===== src/rtl/alu_pkg.sv =====
// Shared ALU definitions: instruction constants, controller state encoding, default pipeline depth.
// Imported by the ALU and its issue controller so both agree on opcodes.
package alu_pkg;

    localparam logic [7:0] CLR_CMP_INS  = 8'h40;
    localparam logic [7:0] CMP_OFF_INS  = 8'h41;
    localparam logic [7:0] CMP_ON_INS   = 8'h42;
    localparam logic [7:0] SIGN_OFF_INS = 8'h43;
    localparam logic [7:0] SIGN_ON_INS  = 8'h44;

    localparam int ALU_LAT_DEF = 6;

    typedef enum logic [2:0] {
        ST_IDLE,
        ST_MODE,
        ST_ISSUE,
        ST_WAIT,
        ST_CAPTURE,
        ST_RESP
    } alu_ctrl_state_t;

    function automatic logic is_mode_ins(input logic [7:0] i);
        return (i >= CMP_OFF_INS) && (i <= SIGN_ON_INS);
    endfunction

endpackage


===== src/rtl/alu_flags.sv =====
// Architectural Z/C/V/N flag register with clear/load/hold; Z and N derived from the result byte.
// Latency: one edge from clr/load to flag outputs.
// Backpressure: none; clr has priority over load, otherwise flags hold.
module alu_flags (
    input  logic       clk,
    input  logic       rst_n,
    input  logic       clr,
    input  logic       load,
    input  logic [7:0] res,
    input  logic       c_in,
    input  logic       v_in,
    output logic       zf,
    output logic       cf,
    output logic       vf,
    output logic       nf
);

    always_ff @(posedge clk or negedge rst_n) begin
        if (!rst_n) begin
            zf <= 1'b0;
            cf <= 1'b0;
            vf <= 1'b0;
            nf <= 1'b0;
        end else if (clr) begin
            zf <= 1'b0;
            cf <= 1'b0;
            vf <= 1'b0;
            nf <= 1'b0;
        end else if (load) begin
            zf <= (res == 8'h00);
            cf <= c_in;
            vf <= v_in;
            nf <= res[7];
        end
    end

endmodule


===== src/rtl/alu_ctrl.sv =====
// Issue controller for the fixed-latency ALU: accepts one instruction, sequences the ALU, captures result/flags.
// Latency: ack at t, res_valid at t+ALU_LAT+2 (mode instructions: t+2); one op per ALU_LAT+3 cycles.
// Backpressure: req is only acked in IDLE; decode holds req until ack.
module alu_ctrl
    import alu_pkg::*;
#(
    parameter int ALU_LAT = ALU_LAT_DEF
) (
    input  logic       clk,
    input  logic       rst_n,
    input  logic       req,
    input  logic [7:0] ins,
    input  logic [7:0] op_a,
    input  logic [7:0] op_b,
    output logic       ack,
    output logic       busy,
    output logic [7:0] result,
    output logic       res_valid,
    output logic       zf,
    output logic       cf,
    output logic       vf,
    output logic       nf,
    output logic       alu_start,
    output logic [7:0] alu_cins,
    output logic [7:0] alu_a,
    output logic [7:0] alu_b,
    output logic       alu_oe,
    output logic       alu_carryin,
    input  logic [7:0] alu_out,
    input  logic       alu_carryout,
    input  logic       alu_overout,
    input  logic       alu_cmpo
);

    localparam int CNT_W = $clog2(ALU_LAT) + 1;
    localparam logic [CNT_W-1:0] CNT_LAST = CNT_W'(ALU_LAT - 1);

    alu_ctrl_state_t  state, state_nxt;
    logic [CNT_W-1:0] cnt;
    logic             accept;
    logic             final_step;
    logic             pend_cmpo, pend_c, pend_v;
    logic             capture, flag_clr, flag_load;

    always_comb begin
        state_nxt  = state;
        accept     = 1'b0;
        final_step = 1'b0;
        case (state)
            ST_IDLE: begin
                if (req) begin
                    accept    = 1'b1;
                    state_nxt = is_mode_ins(ins) ? ST_MODE : ST_ISSUE;
                end
            end
            ST_MODE:    state_nxt = ST_RESP;
            ST_ISSUE:   state_nxt = ST_WAIT;
            ST_WAIT: begin
                if (cnt == CNT_LAST) begin
                    final_step = 1'b1;
                    state_nxt  = ST_CAPTURE;
                end
            end
            ST_CAPTURE: state_nxt = ST_RESP;
            ST_RESP:    state_nxt = ST_IDLE;
            default:    state_nxt = ST_IDLE;
        endcase
    end

    // Same-cycle ack lets decode drop req on the accepting edge.
    assign ack = accept;

    always_ff @(posedge clk or negedge rst_n) begin
        if (!rst_n) begin
            state     <= ST_IDLE;
            busy      <= 1'b0;
            alu_start <= 1'b0;
            alu_oe    <= 1'b0;
            res_valid <= 1'b0;
            alu_cins  <= 8'h00;
            alu_a     <= 8'h00;
            alu_b     <= 8'h00;
            cnt       <= '0;
            pend_cmpo <= 1'b0;
            pend_c    <= 1'b0;
            pend_v    <= 1'b0;
            result    <= 8'h00;
        end else begin
            state     <= state_nxt;
            busy      <= (state_nxt != ST_IDLE);
            alu_start <= (state_nxt == ST_ISSUE);
            alu_oe    <= (state_nxt == ST_CAPTURE);
            res_valid <= (state_nxt == ST_RESP);

            // Instruction byte is dropped back to 0x00 before RESP so no mode byte lingers.
            if (accept) begin
                alu_cins <= ins;
                alu_a    <= op_a;
                alu_b    <= op_b;
            end else if (state_nxt == ST_RESP || state_nxt == ST_IDLE) begin
                alu_cins <= 8'h00;
            end

            // cnt is 0 during the start cycle, so it reaches ALU_LAT-1 on the ALU's final step.
            if (accept)
                cnt <= '0;
            else if (state == ST_ISSUE || state == ST_WAIT)
                cnt <= cnt + 1'b1;

            if (final_step) begin
                pend_cmpo <= alu_cmpo;
                pend_c    <= alu_carryout;
                pend_v    <= alu_overout;
            end

            if (capture)
                result <= alu_out;
        end
    end

    assign capture   = (state == ST_CAPTURE);
    assign flag_clr  = capture && pend_cmpo && (alu_cins == CLR_CMP_INS);
    assign flag_load = capture && pend_cmpo && (alu_cins != CLR_CMP_INS);

    alu_flags u_flags (
        .clk   (clk),
        .rst_n (rst_n),
        .clr   (flag_clr),
        .load  (flag_load),
        .res   (alu_out),
        .c_in  (pend_c),
        .v_in  (pend_v),
        .zf    (zf),
        .cf    (cf),
        .vf    (vf),
        .nf    (nf)
    );

    assign alu_carryin = cf;

endmodule


===== config.mk =====
export PLATFORM = sky130hd
export DESIGN_NAME = alu_ctrl
export DESIGN_NICKNAME = d
export VERILOG_FILES = /design/src/rtl/alu_pkg.sv /design/src/rtl/alu_flags.sv /design/src/rtl/alu_ctrl.sv
export SDC_FILE = /design/constraint.sdc
export NUM_CORES = 1
export LEC_CHECK = 0
export CELL_PAD_IN_SITES_DETAIL_PLACEMENT = 1
export CELL_PAD_IN_SITES_GLOBAL_PLACEMENT = 2
export CORE_UTILIZATION = 28
export CTS_CLUSTER_DIAMETER = 100
export DETAILED_ROUTE_END_ITERATION = 12
export PLACE_DENSITY = 0.86
export SLEW_MARGIN = 20
export SYNTH_ARGS = -nofsm -noshare
export SYNTH_HDL_FRONTEND = slang
export SYNTH_SLANG_ARGS = --single-unit

===== constraint.sdc =====
create_clock -name clk -period 3.2 [get_ports clk]
set_clock_uncertainty 0.15 [all_clocks]
set_input_delay 0.32 -clock clk [delete_from_list [all_inputs] [get_ports clk]]
set_output_delay 0.32 -clock clk [all_outputs]
set_load 0.01 [all_outputs]

== Yosys cells after proc, flatten, opt, wreduce, memory -nomap -nowiden ==
Cells that the tools add are included.

* Bits in registers: 50
* Input port bits: 38
* Output and inout bits: 42
* Word-level logic and storage cells: 64

* Add/sub/neg operators: 1
* Order comparisons: 2
* Eq/ne operators: 10
* Mux-type cells: 20
* Reductions and logical operators: 14

{| class="wikitable"
|+ Operators by type and width
! cell !! count
|-
| $mux W8 || 2
|-
| $mux W1 || 12
|-
| $pmux W3 S4 || 1
|-
| $eq A3 B2 Y1 const B || 3
|-
| $eq A3 B3 Y1 const B || 3
|-
| $eq A8 B7 Y1 const B || 1
|-
| $ge A8 B7 Y1 const B || 1
|-
| $le A8 B7 Y1 const B || 1
|-
| $logic_not A8 Y1 || 1
|-
| $mux W4 || 2
|-
| $ne A8 B7 Y1 const B || 1
|-
| $logic_not A3 Y1 || 2
|-
| $mux W3 || 2
|-
| $reduce_bool A2 Y1 || 3
|-
| $add A4 B1 Y4 const B || 1
|-
| $eq A4 B3 Y1 const B || 1
|-
| $logic_and A1 B1 Y1 || 4
|-
| $eq A3 B1 Y1 const B || 1
|-
| $reduce_bool A3 Y1 || 1
|-
| $logic_or A1 B1 Y1 || 2
|-
| $mux W2 || 1
|-
| $reduce_or A2 Y1 || 1
|}

== Longest topological paths before layout ==
Gate-level depths: netlist (run 1).

* Depth in word-level cells: 9
* Depth in mapped cells: 6
* Depth with buffers taken out: 6

== Modules after synthesis ==
Synthesis (run 1) repeated with hierarchy kept, for this count alone.

* Cell total of the unflattened synthesis: 181
* Area, all modules: 2072.0 um2

{| class="wikitable"
|+ By module, submodules not included
! module !! times used !! cells an instance !! area an instance (um2) !! sequential area each (um2)
|-
| alu_ctrl || 1 || 165 || 1885.6 || 1151.1
|-
| alu_flags || 1 || 16 || 186.4 || 100.1
|}

== Least setup slack after synthesis (run 1) ==
OpenSTA, ideal clock, no wires.

* Path kind: register to output
* From: register state[1]
* To: output ack
* Arrival: 1.244 ns
* Data required time: 2.730 ns
* Path slack: 1.486 ns
* Cell stages (with the launch flop): 5
* Buffers on the path: 2
* Cell sequence: dfrtp_1 -> buf_6 -> or4b_4 -> inv_2 -> buf_4

* Word-level cells in the longest chain between the ends: 2

{| class="wikitable"
|+ Ends and longest elaborated chain
! item !! line !! RTL
|-
| start: declaration || alu_ctrl.sv:38 || <nowiki>alu_ctrl_state_t state, state_nxt;</nowiki>
|-
| start signal: assignment || alu_ctrl.sv:89 || <nowiki>state <= state_nxt;</nowiki>
|-
| $logic_not A3 Y1 || alu_ctrl.sv:49 || <nowiki>case (state)</nowiki>
|-
| $mux W1 || alu_ctrl.sv:49 ||
|-
| end: declaration || alu_ctrl.sv:15 || <nowiki>output logic ack,</nowiki>
|}

Every way passes these cells.

== Final worst setup path (run 1) ==
Ends and elaborated chain as after synthesis.

==> results of run 1 <==
==> cells by family after synthesis <==
logic type               after synthesis  synth area share
buffers and inverters                 13            0.0456
AND/OR/NAND/NOR                       72             0.170
multiplexers                          11            0.0602
XOR/XNOR                               3            0.0128
AO/OA/AOI/OAI                         24            0.0906
adder cells (fa/ha/maj)                2            0.0122
flip-flops                            50             0.608
==> placed cells by master (no fill, tap or decap), types with 3 or more instances in the layout <==
cell type        count
clkdlybuf4s50_1     78
dfrtp_1             50
nand2_1             49
a22o_1              11
mux2_2              11
clkbuf_8             6
o21ai_0              3
nor2_1               3
a21oi_1              3
buf_4                3
==> registers in the layout (all words and copies together) (netlist names) <==
register and count:
cnt 4, pend_v 1, u_flags.nf 1, alu_start 1, alu_oe 1, u_flags.zf 1, pend_cmpo 1, alu_a 8
state 3, pend_c 1, alu_cins 8, u_flags.cf 1, busy 1, alu_b 8, result 8, u_flags.vf 1
res_valid 1
==> layer usage <==
metal	wire, um	GRT usage	part of all wire
met2	2310	0.233	0.46
met5	0	0	0
met1	2270	0.179	0.45
met4	72	0.0537	0.014
met3	338	0.0330	0.068
==> power by group <==
| group | leakage, nW | switching, mW | total [mW] | internal [mW] |
|---|---|---|---|---|
| Combinational | 0.660 | 0.427 | 1.03 | 0.606 |
| Sequential | 0.639 | 0.179 | 1.06 | 0.878 |
| Clock | 0.0478 | 0.212 | 0.390 | 0.178 |
| Total | 1.35 | 0.818 | 2.48 | 1.66 |
==> worst paths after layout <==
path	end	startpoint	cells after the start	slack, ns
worst max-delay path	ack	state[1]	3	0.57
worst min-delay path	alu_b[0]	alu_b[0]	2	0.33
worst max register to register	alu_cins[7]	state[1]	4	1.15
worst min register to register	alu_b[0]	alu_b[0]	2	0.33
max in group asynchronous	u_flags.vf	rst_n	2	2.05
min in group asynchronous	alu_b[7]	rst_n	2	0.43
==> metrics by stage <==
stage / power (mW) / utilization
global placement: 2.08 / 0.417
finish: 2.48 / 0.433
detailed placement: 2.12 / 0.417
floorplan: 1.58 / -
CTS: 2.52 / 0.433
global route: 2.66 / 0.433
==> final cells by class <==
type                            count  area (sq um)
Sequential cell                    50          1250
Clock inverter                      2          16.3
Multi-Input combinational cell    112           712
Tap cell                           96           120
Fill cell                         769          3940
Clock buffer                        6          82.6
Inverter                            3          11.3
Timing Repair Buffer               82           813
==> critical path, stage by stage (launching register included) <==
cell,delay (ns)
dfrtp_1,0.49
or4b_4,0.73
inv_2,0.10
clkdlybuf4s50_1,0.53
==> what timing repair did <==
action / in CTS / in global routing
hold buffers: 1 / 0
hold endpoints to repair: 50 / 0
gates resized for setup: 0 / 0
==> impl_results.md, run 1 <==
* Post-synthesis sequential area ratio at 0.608
* Min Hold Slack at 0.331 ns
* Final WL at 4.99 mm
* Later-pin clock latency in the skew report at 0.31 ns
* Async set-reset flop share out of synthesis at 1.00
* # port buffers at 79
* Synthesis Warnings at 0
* Distinct cells, synth at 38
* Final Hold Fails at 0
* Req. time, crit path at 2.73 ns
* Synthesized net count at 215
* Status: complete, no violations
* Placed cells at 342
* 1st-iter DRT viols at 18
* Root Driver: clkbuf_8
* Post-synth EDFFs at 0
* CP Capture Type: output port
* Max Freq at 380 MHz
* Gate count of the mapped netlist at 175
* Global route overflow at 0
* RSZ-0062 raised after global routing: false
* Initial antenna violation count at 0
* Via density at 4.54
* Vias in the first global route at 1687
* Critical path launch point type: flop
* Number of diodes at 0
* Min-delay worst type: flop to flop
* Data arrival, critical path at 2.16 ns
* Maximum clock path buffer count at 2
* Yosys top cell by area: dfrtp_1
* Post-route ant nets at 0
* Chip height at 87.7 um
* Pre-CTS setup slack at 0.690 ns
* Flops & latches, synth at 50
* Num CTS Buffers at 5
* Leakage at 1.35 nW
* Total of max-cap violations at 0
* Worst-margin pin slew at 0.672 ns
* First-pass GRT wire length at 8.17 mm
* TritonCTS clock tree: done
* Layout cell share with drive strength beyond 1 at 0.110
* Final TNS setup at 0 ns
* Remaining DRCs at 0
* Synth area leaders: dfrtp_1 (61%), nand2_1 (8.9%), mux2_2 (6.0%)
* Clock transition at path regs at 0.09 ns
* Wire per inst at 14.2 um
* Worst Slack Setup Final at 0.570 ns
* Drt pass-1 iters at 3
* P&R area growth vs syn at 46.2%
* # IOs at 80
* Postcts setup bufs at 0
* DIE WIDTH at 87.7 um
* Yosys top cell area share at 0.608
* Core ar. at 0.00694 sq mm
* Most frequent cell after synthesis: dfrtp_1
* Avg Cell Area, Syn at 11.8 sq um
* Placed Area at 0.00290 sq mm
* FP Rows at 30
* Critical path class: flop to output port
* Non-Filler Instances at 351
* Fin crit share at 0.822
* GRT Overall Usage at 0.141
* Pwr dens at 825 mW/mm^2
* Net count, final at 294
* Pin count of the biggest net entering global routing at 51
* Setup violators final at 0
* Vias at 1593
* H-tree depth at 2
* Final Instance Area at 0.00301 sq mm
* GPL Wtd Cong at 0.701
* Max-slew violation count at 0
* Synth top cells by count: dfrtp_1 (50), nand2_1 (49), a22o_1 (11), mux2_2 (11), buf_4 (4)
* Worst VDD drop at 0.295 mV
* Netlist area before placement at 0.00206 sq mm
* Worst-path fanout max at 20
* Sinks on Clock Net at 50
* Hpwl dp at 3.61 mm
* DIE AREA at 0.00769 sq mm
* Main synth FF type: dfrtp_1
* Slew headroom at 0.550
* Tmin final at 2.63 ns
* Initial Util at 0.296
Power figures use the tool's default switching activity.
==> run 2: changes to the inputs <==
--- a/config.mk
+++ b/config.mk
@@ -7,10 +7,10 @@
 export LEC_CHECK = 0
 export CELL_PAD_IN_SITES_DETAIL_PLACEMENT = 1
 export CELL_PAD_IN_SITES_GLOBAL_PLACEMENT = 2
-export CORE_UTILIZATION = 28
+export CORE_UTILIZATION = 26
 export CTS_CLUSTER_DIAMETER = 100
 export DETAILED_ROUTE_END_ITERATION = 12
-export PLACE_DENSITY = 0.86
+export PLACE_DENSITY = 0.81
 export SLEW_MARGIN = 20
 export SYNTH_ARGS = -nofsm -noshare
 export SYNTH_HDL_FRONTEND = slang
==> constraint.sdc (replaced) <==
create_clock -name clk -period 2.75 [get_ports clk]
set_clock_uncertainty 0.15 [all_clocks]
set_input_delay 0.275 -clock clk [delete_from_list [all_inputs] [get_ports clk]]
set_output_delay 0.275 -clock clk [all_outputs]
set_load 0.01 [all_outputs]
==> impl_results.md, run 2 (synthesized netlist as in run 1, its figures left out) <==
* Max Freq at 416 MHz
* Worst-path fanout max at 10
* Tmin final at 2.40 ns
* Crit path cell chain: or4b_4, inv_2, clkdlybuf4s50_1
* DIE WIDTH at 90.9 um
* # IOs at 80
* Layout cell share with drive strength beyond 1 at 0.116
* Final Hold Fails at 0
* Setup violators final at 0
* Worst Slack Setup Final at 0.345 ns
* Via density at 4.43
* H-tree depth at 2
* Placed cells at 351
* First-pass GRT wire length at 8.40 mm
* Comb pwr share at 0.411
* Pin count of the biggest net entering global routing at 30
* Fin crit share at 0.874
* 1st-iter DRT viols at 44
* Most frequent cells in the layout: clkdlybuf4s50_1 (78), dfrtp_1 (50), nand2_1 (49)
* Hpwl dp at 3.71 mm
* GRT Overall Usage at 0.128
* Crit path largest cell delay at 0.59 ns
* Vias at 1595
* Status: complete, no violations
* CP Capture Type: output port
* Net count, final at 297
* Remaining DRCs at 0
* Pint at 2.00 mW
* Sinks on Clock Net at 50
* Total power at 2.95 mW
* Req. time, crit path at 2.33 ns
* Slew headroom at 0.541
* GPL Wtd Cong at 0.714
* Leakage at 1.36 nW
* Clock transition at path regs at 0.09 ns
* Maximum clock path buffer count at 2
* Switching share of power at 0.321
* Post-route ant nets at 0
* Seq pwr share at 0.415
* Later-pin clock latency in the skew report at 0.30 ns
* Critical path launch point type: flop
* Slowest stage cell, crit path: or4b_4
* Core ar. at 0.00769 sq mm
* Wire per inst at 14.0 um
* CP Buf/Inv Count at 2
* DIE AREA at 0.00827 sq mm
* Vias in the first global route at 1675
* Data arrival, critical path at 1.98 ns
* CP top delay family: buffers and inverters
* Most common cell after layout, fill and taps aside: clkdlybuf4s50_1
* Clock network fraction of design power at 0.174
* Pre-CTS setup slack at 0.507 ns
* Total of max-cap violations at 0
* Number of diodes at 0
* Critical path class: flop to output port
* Final WL at 5.03 mm
* P&R area growth vs syn at 48.1%
* Pwr dens at 969 mW/mm^2
* # port buffers at 79
* Drt pass-1 iters at 4
* TritonCTS clock tree: done
* Post-CTS Resized at 0
* Root Driver: clkbuf_8
* Chip height at 90.9 um
* Postcts setup bufs at 0
* Worst VDD drop at 0.417 mV
* Final TNS setup at 0 ns
* Initial antenna violation count at 0
* Initial Util at 0.268
* # hold bufs at CTS at 1
* Global route overflow at 0
* RSZ-0062 raised after global routing: false
* Worst-margin pin slew at 0.686 ns
* Sw power at 946 uW
* Max-slew violation count at 0
* Non-Filler Instances at 360
* FP Rows at 32
* Num CTS Buffers at 5
* Min-delay worst type: primary input to asynchronous set/reset pin
run 2: path summary, 6_finish.rpt:
kind / start / end / slack [ns] / cells past startpoint
min in group clk: alu_a[1] / alu_a[1] / 0.33 / 2
max reg2reg: state[1] / alu_cins[2] / 0.88 / 4
min: rst_n / busy / 0.29 / 2
max: state[1] / ack / 0.35 / 3
min reg2reg: alu_a[1] / alu_a[1] / 0.33 / 2
max in group asynchronous: rst_n / cnt[3] / 1.55 / 3
run 2: routing by layer:
layer,track usage,vias up,wire length [um]
met4,0.0397,0,63
met2,0.207,64,2300
met3,0.0310,8,324
met1,0.171,767,2340
met5,0,-,0
li1,-,756,-
run 2: power by group through the flow:
stage	clock, mW	combinational, mW	sequential, mW
after global routing	0.562	1.33	1.27
after detailed placement	0	1.23	1.24
after floorplan	0	0.549	1.28
after CTS	0.533	1.24	1.23
final	0.514	1.21	1.23
after global placement	0	1.20	1.23
run 2: area by class of cell:
type / instances / area (sq um)
inverter: 3 / 11.3
multi-input combinational: 112 / 712
timing repair buffer: 85 / 833
fill: 868 / 4640
clock inverter: 2 / 37.5
tap: 102 / 128
sequential: 50 / 1250
clock buffer: 6 / 72.6
run 2: worst reg2reg max path, cell delays in order (launching register included):
cell     delay [ns]
dfrtp_1        0.48
or4b_4         0.59
inv_2          0.07
buf_4          0.30
a22o_1         0.21
run 2: per-stage QoR:
stage | hold WS (ns) | area [sq um] | util
floorplan | -0.171 | 2060 | -
global placement | 0.0968 | 2930 | 0.381
detailed placement | 0.0979 | 2930 | 0.381
CTS | 0.299 | 3050 | 0.396
global route | 0.322 | 3050 | 0.396
finish | 0.285 | 3050 | 0.396
